### src/rtl/kpn_fifo_write_arbiter.sv
// ---------------------------------------------------------------------------
// kpn_fifo_write_arbiter
//
// Shares the single write port of one KPN channel FIFO between N_REQ producer
// processes. Grants rotate round-robin, and each grant may carry a burst of up
// to MAX_BURST words. The FIFO has no full flag, so this block keeps a shadow
// occupancy counter. Its own writes increment the counter, and the consumer's
// snooped read strobe decrements it.
//
// Optional feature: define KPN_ARB_STATS_EN to add the stall_cnt output. It
// is a saturating 16-bit count of the cycles where some requester was waiting
// while the FIFO was full.
//
// Ports:
//   clk         in   rising-edge clock
//   rst_n       in   asynchronous active-low reset
//   req         in   [N_REQ] per-requester request; data valid while high
//   data_in     in   [N_REQ*BITS_NUMBER] packed tokens, requester i at
//                    [i*BITS_NUMBER +: BITS_NUMBER]
//   ack         out  [N_REQ] one-hot, combinational; word taken at this edge
//   fifo_rd     in   snooped consumer read strobe
//   fifo_wr     out  registered FIFO write strobe
//   fifo_data   out  [BITS_NUMBER] registered token for FIFO entry_1
//   fifo_full   out  registered, occupancy == 2**FIFO_ELEMENTS
//   fifo_empty  out  registered, occupancy == 0
//   stall_cnt   out  [16] stall cycle counter (KPN_ARB_STATS_EN only)
// ---------------------------------------------------------------------------
module kpn_fifo_write_arbiter #(
    parameter int BITS_NUMBER   = 16,
    parameter int FIFO_ELEMENTS = 5,
    parameter int N_REQ         = 4,
    parameter int MAX_BURST     = 4
) (
    input  logic                          clk,
    input  logic                          rst_n,
    input  logic [N_REQ-1:0]              req,
    input  logic [N_REQ*BITS_NUMBER-1:0]  data_in,
    output logic [N_REQ-1:0]              ack,
    input  logic                          fifo_rd,
    output logic                          fifo_wr,
    output logic [BITS_NUMBER-1:0]        fifo_data,
    output logic                          fifo_full,
    output logic                          fifo_empty
`ifdef KPN_ARB_STATS_EN
    ,
    output logic [15:0]                   stall_cnt
`endif
);

    localparam int IDX_W = (N_REQ > 1) ? $clog2(N_REQ) : 1;
    localparam int OCC_W = FIFO_ELEMENTS + 1;
    localparam int CNT_W = 4;

    localparam logic [OCC_W-1:0] DEPTH    = OCC_W'(1) << FIFO_ELEMENTS;
    localparam logic [CNT_W-1:0] MAX_B    = CNT_W'(MAX_BURST);
    localparam logic [IDX_W-1:0] LAST_IDX = IDX_W'(N_REQ - 1);
    localparam logic [IDX_W:0]   N_REQ_W  = (IDX_W + 1)'(N_REQ);

    typedef enum logic {S_IDLE, S_BURST} state_t;

    state_t                  state_q, state_d;
    logic [IDX_W-1:0]        rr_ptr_q, rr_ptr_d;
    logic [IDX_W-1:0]        owner_q, owner_d;
    logic [CNT_W-1:0]        burst_cnt_q, burst_cnt_d;
    logic [OCC_W-1:0]        occ_q, occ_d;
    logic                    fifo_wr_q;
    logic [BITS_NUMBER-1:0]  fifo_data_q, fifo_data_d;
    logic                    full_q, empty_q;

    logic                    has_room;
    logic                    issue;
    logic                    dec;
    logic [IDX_W-1:0]        grant_idx;

    function automatic logic [IDX_W-1:0] wrap_inc(input logic [IDX_W-1:0] idx);
        return (idx == LAST_IDX) ? '0 : idx + IDX_W'(1);
    endfunction

    // Occupancy never exceeds DEPTH, so "not equal" is "below DEPTH".
    assign has_room = (occ_q != DEPTH);

    // Round-robin search: rotate req so that bit 0 is rr_ptr, and take the
    // lowest set bit. Then map the offset back to an absolute index.
    logic [2*N_REQ-1:0] req_dbl;
    logic [N_REQ-1:0]   req_rot;
    logic [IDX_W-1:0]   rot_off;
    logic               rot_vld;
    logic [IDX_W:0]     pick_sum;
    logic [IDX_W-1:0]   pick;

    assign req_dbl = {req, req};
    assign req_rot = req_dbl[rr_ptr_q +: N_REQ];

    always_comb begin
        rot_off = '0;
        rot_vld = 1'b0;
        for (int k = N_REQ - 1; k >= 0; k--) begin
            if (req_rot[k]) begin
                rot_off = IDX_W'(k);
                rot_vld = 1'b1;
            end
        end
    end

    always_comb begin
        pick_sum = {1'b0, rr_ptr_q} + {1'b0, rot_off};
        if (pick_sum >= N_REQ_W) begin
            pick_sum = pick_sum - N_REQ_W;
        end
        pick = pick_sum[IDX_W-1:0];
    end

    // Arbitration FSM, next-state and grant
    always_comb begin
        state_d     = state_q;
        rr_ptr_d    = rr_ptr_q;
        owner_d     = owner_q;
        burst_cnt_d = burst_cnt_q;
        issue       = 1'b0;
        grant_idx   = owner_q;
        case (state_q)
            S_IDLE: begin
                if (rot_vld && has_room) begin
                    issue       = 1'b1;
                    grant_idx   = pick;
                    owner_d     = pick;
                    burst_cnt_d = CNT_W'(1);
                    if (MAX_BURST > 1) begin
                        state_d = S_BURST;
                    end else begin
                        rr_ptr_d = wrap_inc(pick);
                    end
                end
            end
            S_BURST: begin
                if (req[owner_q] && (burst_cnt_q < MAX_B)) begin
                    // While full, hold the grant and freeze the count.
                    if (has_room) begin
                        issue       = 1'b1;
                        burst_cnt_d = burst_cnt_q + CNT_W'(1);
                    end
                end else begin
                    // The burst ends in this cycle. The next grant is made in
                    // the IDLE cycle that follows.
                    rr_ptr_d = wrap_inc(owner_q);
                    state_d  = S_IDLE;
                end
            end
            default: state_d = S_IDLE;
        endcase
        // ack is combinational, so it must also fall as soon as reset asserts.
        if (!rst_n) begin
            issue = 1'b0;
        end
    end

    generate
        for (genvar gi = 0; gi < N_REQ; gi++) begin : g_ack
            assign ack[gi] = issue && (grant_idx == IDX_W'(gi));
        end
    endgenerate

    // A read takes a word only if one exists, counting the word being
    // written in this cycle. This stops the counter from underflowing.
    assign dec   = fifo_rd && ((occ_q != '0) || issue);
    assign occ_d = occ_q + {{(OCC_W-1){1'b0}}, issue} - {{(OCC_W-1){1'b0}}, dec};

    assign fifo_data_d = issue ? data_in[grant_idx*BITS_NUMBER +: BITS_NUMBER] : fifo_data_q;

    always_ff @(posedge clk or negedge rst_n) begin
        if (!rst_n) begin
            state_q     <= S_IDLE;
            rr_ptr_q    <= '0;
            owner_q     <= '0;
            burst_cnt_q <= '0;
            occ_q       <= '0;
            fifo_wr_q   <= 1'b0;
            fifo_data_q <= '0;
            full_q      <= 1'b0;
            empty_q     <= 1'b1;
        end else begin
            state_q     <= state_d;
            rr_ptr_q    <= rr_ptr_d;
            owner_q     <= owner_d;
            burst_cnt_q <= burst_cnt_d;
            occ_q       <= occ_d;
            fifo_wr_q   <= issue;
            fifo_data_q <= fifo_data_d;
            full_q      <= (occ_d == DEPTH);
            empty_q     <= (occ_d == '0);
        end
    end

    assign fifo_wr    = fifo_wr_q;
    assign fifo_data  = fifo_data_q;
    assign fifo_full  = full_q;
    assign fifo_empty = empty_q;

`ifdef KPN_ARB_STATS_EN
    logic [15:0] stall_cnt_q, stall_cnt_d;

    // A waiting requester with no room available counts as a stall.
    always_comb begin
        stall_cnt_d = stall_cnt_q;
        if ((|req) && !has_room && (stall_cnt_q != 16'hFFFF)) begin
            stall_cnt_d = stall_cnt_q + 16'd1;
        end
    end

    always_ff @(posedge clk or negedge rst_n) begin
        if (!rst_n) begin
            stall_cnt_q <= '0;
        end else begin
            stall_cnt_q <= stall_cnt_d;
        end
    end

    assign stall_cnt = stall_cnt_q;
`endif

endmodule

### config.mk
export PLATFORM = sky130hd
export DESIGN_NAME = kpn_fifo_write_arbiter
export DESIGN_NICKNAME = d
export VERILOG_FILES = /design/src/rtl/kpn_fifo_write_arbiter.sv
export SDC_FILE = /design/constraint.sdc
export NUM_CORES = 1
export LEC_CHECK = 0
export CAP_MARGIN = 5
export CELL_PAD_IN_SITES_DETAIL_PLACEMENT = 2
export CELL_PAD_IN_SITES_GLOBAL_PLACEMENT = 2
export CORE_ASPECT_RATIO = 0.7
export CORE_MARGIN = 5
export CORE_UTILIZATION = 26
export DETAILED_ROUTE_END_ITERATION = 8
export MAX_ROUTING_LAYER = met4
export PLACE_DENSITY_LB_ADDON = 0.1
export SYNTH_ARGS = -nofsm -noshare
export SYNTH_HDL_FRONTEND = slang
export SYNTH_SLANG_ARGS = --single-unit
### constraint.sdc
create_clock -name clk -period 4.69 [get_ports clk]
set_input_delay 0.7035 -clock clk [delete_from_list [all_inputs] [get_ports clk]]
set_output_delay 0.7035 -clock clk [all_outputs]
set_load 0.01 [all_outputs]
==> flow_metrics.py <==
metrics = {
    "clock_tree": {
        "clkTransAtPathRegs_ns": 0.06,
        "cts_buffers": 5,
        "cts.sinks": 34,
        "clk_latency_ns": 0.28,
        "clockBufferDepth": 2,
        "cts_tree": "done",
        "hold_buffers": 0,
        "cts-root-buf": "clkbuf_16",
        "htree_num_levels": 2,
    },
    "finish": {
        "diodes": 0,
        "fin_nets": 431,
        "syn_to_final_growth_pct": 48.0,
        "fillCellCount": 1021,
        "drive_gt1_frac": 0.155,
        "final_cell_mix": "clkdlybuf4s50_1 (91), dfrtp_1 (33), nor2_1 (29)",
        "final_cells": 472,
        "final_common_cell": "clkdlybuf4s50_1",
    },
    "yosys": {
        "ys_seq_area_frac": 0.342,
        "synth_edf_count": 0,
        "avgSynthCellArea_um2": 9.80,
        "syn_nets": 338,
        "async_flop_share": 1.00,
        "synth.ff_latch_count": 34,
        "ys_types": 59,
        "synth_area_um2": 2490,
        "ys.flop_type": "dfrtp_1",
        "postSynthCellCount": 254,
        "yosysWarnings": 0,
    },
    "timing": {
        "fin_crit_sh": 0.945,
        "setup_viol": 0,
        "period_minus_slack_ns": 4.43,
        "slew_headroom": 0.496,
        "finClkSkew_ns": 0.00295,
        "tightestPinTransition_ns": 0.755,
        "finalSetupTns_ns": 0,
        "drv_slew": 0,
        "hold_viol_final": 0,
        "fmax_ghz": 0.226,
        "rsz0062_at_grt": "no",
    },
    "route": {
        "drt-initial-drc-count": 100,
        "routedWlPerCell_um": 19.9,
        "wirelength_mm": 9.40,
        "drc": 0,
        "final_antenna_net_count": 0,
        "drt_pass1_iterations": 4,
        "vias": 2367,
        "vias_per_cell": 5.01,
    },
    "critical_path": {
        "rrSetupSlack_ns": 0.87,
        "critical_path.top_delay_family": "buffers and inverters",
        "crit_fanout": 32,
        "crit_arrival_ns": 3.73,
        "worstSetupStartpointType": "input port",
        "path_cells": "clkdlybuf4s50_1 -> mux4_1 -> nand3_1 -> a21oi_2 -> nand2_1 -> inv_2 -> buf_4 -> nand2_1 -> nor2b_1 -> clkdlybuf4s50_1",
        "crit_path_max_incr_delay_ns": 0.70,
        "slowest_stage": "clkdlybuf4s50_1",
        "required_ns": 3.99,
        "critPathCaptureType": "output port",
        "cp_num_buf_inv": 4,
        "crit_type": "input port to output port",
    },
    "grt": {
        "grt_overflow_total": 0,
        "grt_max_degree": 35,
        "antenna_found_initial": 0,
        "grt_usage": 0.165,
        "grt_pass1_wl_mm": 14.9,
        "first_global_vias": 2695,
    },
    "run_status": {
        "status": "complete, no violations",
    },
    "power": {
        "ir_drop_mv": 0.238,
        "power.density_nw_per_um2": 720,
        "power_leakage_nw": 1.50,
    },
    "floorplan": {
        "dieHeight_um": 91.9,
        "rows": 29,
        "initial_utilization": 0.270,
        "num_io_pins": 94,
        "dieArea_um2": 11700,
        "die_w_um": 127,
        "core-area_um2": 9220,
    },
    "place": {
        "dp.final_hpwl_mm": 7.18,
        "gp_congestion": 0.793,
        "port_buffers": 93,
        "dp_cells": 460,
    },
    "hold_path": {
        "min_path_type": "register to register",
    },
    "run": {
        "cap_viol_max_count": 0,
    },
}
kinds of logic (layout without fill, tap and decap cells):
kind of cell,after synthesis,in the layout,share of synthesized area
adders and majority gates,13,13,0.0683
buffers and inverters,35,129,0.0935
and+or+nand+nor,77,77,0.174
xor gates and xnor gates,6,6,0.0211
DFF,34,34,0.342
AOI/OAI and AO/OA,81,81,0.254
muxes,8,8,0.0467
report_power, final:
group | switching, W | leakage [nW] | internal (W)
Combinational | 0.000951 | 1.02 | 0.000755
Sequential | 0.000132 | 0.395 | 0.000449
Clock | 0.000127 | 0.0832 | 0.000241
Total | 0.00121 | 1.50 | 0.00144
sequential cells by signal (all words and copies together) (netlist names):
name / flops
fifo_empty: 1
fifo_wr: 1
occ_q: 6
fifo_full: 1
rr_ptr_q: 2
fifo_data: 16
owner_q: 2
burst_cnt_q: 4
state_q: 1
worst paths after layout:
| check | from | end | cells past startpoint |
|---|---|---|---|
| setup / recovery | req[2] | ack[3] | 10 |
| hold / removal | burst_cnt_q[0] | burst_cnt_q[0] | 1 |
| setup reg to reg | owner_q[0] | fifo_full | 14 |
| hold reg to reg | burst_cnt_q[0] | burst_cnt_q[0] | 1 |
| max in group asynchronous | rst_n | fifo_empty | 2 |
| min in group asynchronous | rst_n | fifo_data[5] | 2 |
area by class of cell:
| class | count | area (um^2) | share of cell area |
|---|---|---|---|
| Sequential cell | 34 | 852 | 0.231 |
| Clock buffer | 8 | 166 | 0.0451 |
| Multi-Input combinational cell | 185 | 1410 | 0.384 |
| Inverter | 14 | 52.6 | 0.0143 |
| Timing Repair Buffer | 107 | 1050 | 0.284 |
| Tap cell | 124 | 155 | 0.0421 |
layer usage:
metal / wire (um) / part of all wire / vias up / track usage
met3: 421 / 0.045 / 2 / 0.0412
met1: 4600 / 0.49 / 1161 / 0.227
met4: 26 / 0.0028 / 0 / 0.0214
li1: - / - / 1147 / -
met5: 0 / 0 / - / -
met2: 4340 / 0.46 / 57 / 0.253
Yosys cell counts, types with 3 or more instances:
library cell / instances / area (um^2)
a211oi_1: 6 / 45.0
a21oi_1: 8 / 40.0
a31oi_1: 14 / 87.6
a41oi_1: 13 / 114
buf_2: 4 / 20.0
buf_6: 9 / 101
clkbuf_1: 3 / 11.3
dfrtp_1: 33 / 826
ha_1: 12 / 150
inv_1: 12 / 45.0
mux2i_1: 3 / 30.0
nand2_1: 6 / 22.5
nand3_1: 17 / 85.1
nor2_1: 29 / 109
nor3_1: 4 / 20.0
nor3b_1: 3 / 22.5
o21ai_0: 14 / 70.1
o311a_1: 7 / 70.1
o311a_2: 6 / 67.6
o31a_2: 3 / 30.0
xnor2_1: 3 / 26.3
xor2_1: 3 / 26.3
through the flow:
stage           util  instance area, um^2  hold slack, ns  total power, W  setup WS, ns
2_1_floorplan      -                 2490           0.408         0.00175         0.758
3_3_place_gp   0.377                 3470           0.466         0.00223         0.157
3_5_place_dp   0.377                 3470           0.476         0.00230        0.0352
4_1_cts        0.395                 3640           0.488         0.00268        0.0451
5_1_grt        0.400                 3690           0.509         0.00289        0.0446
6_report       0.400                 3690           0.480         0.00265         0.258
repair_timing:
action | 4_1_cts | 5_1_grt
setup buffers | 0 | 4
resized for setup | 0 | 2
setup endpoints to repair | 0 | 3
hold endpoints to repair | 0 | 0
Power figures use the tool's default switching activity.
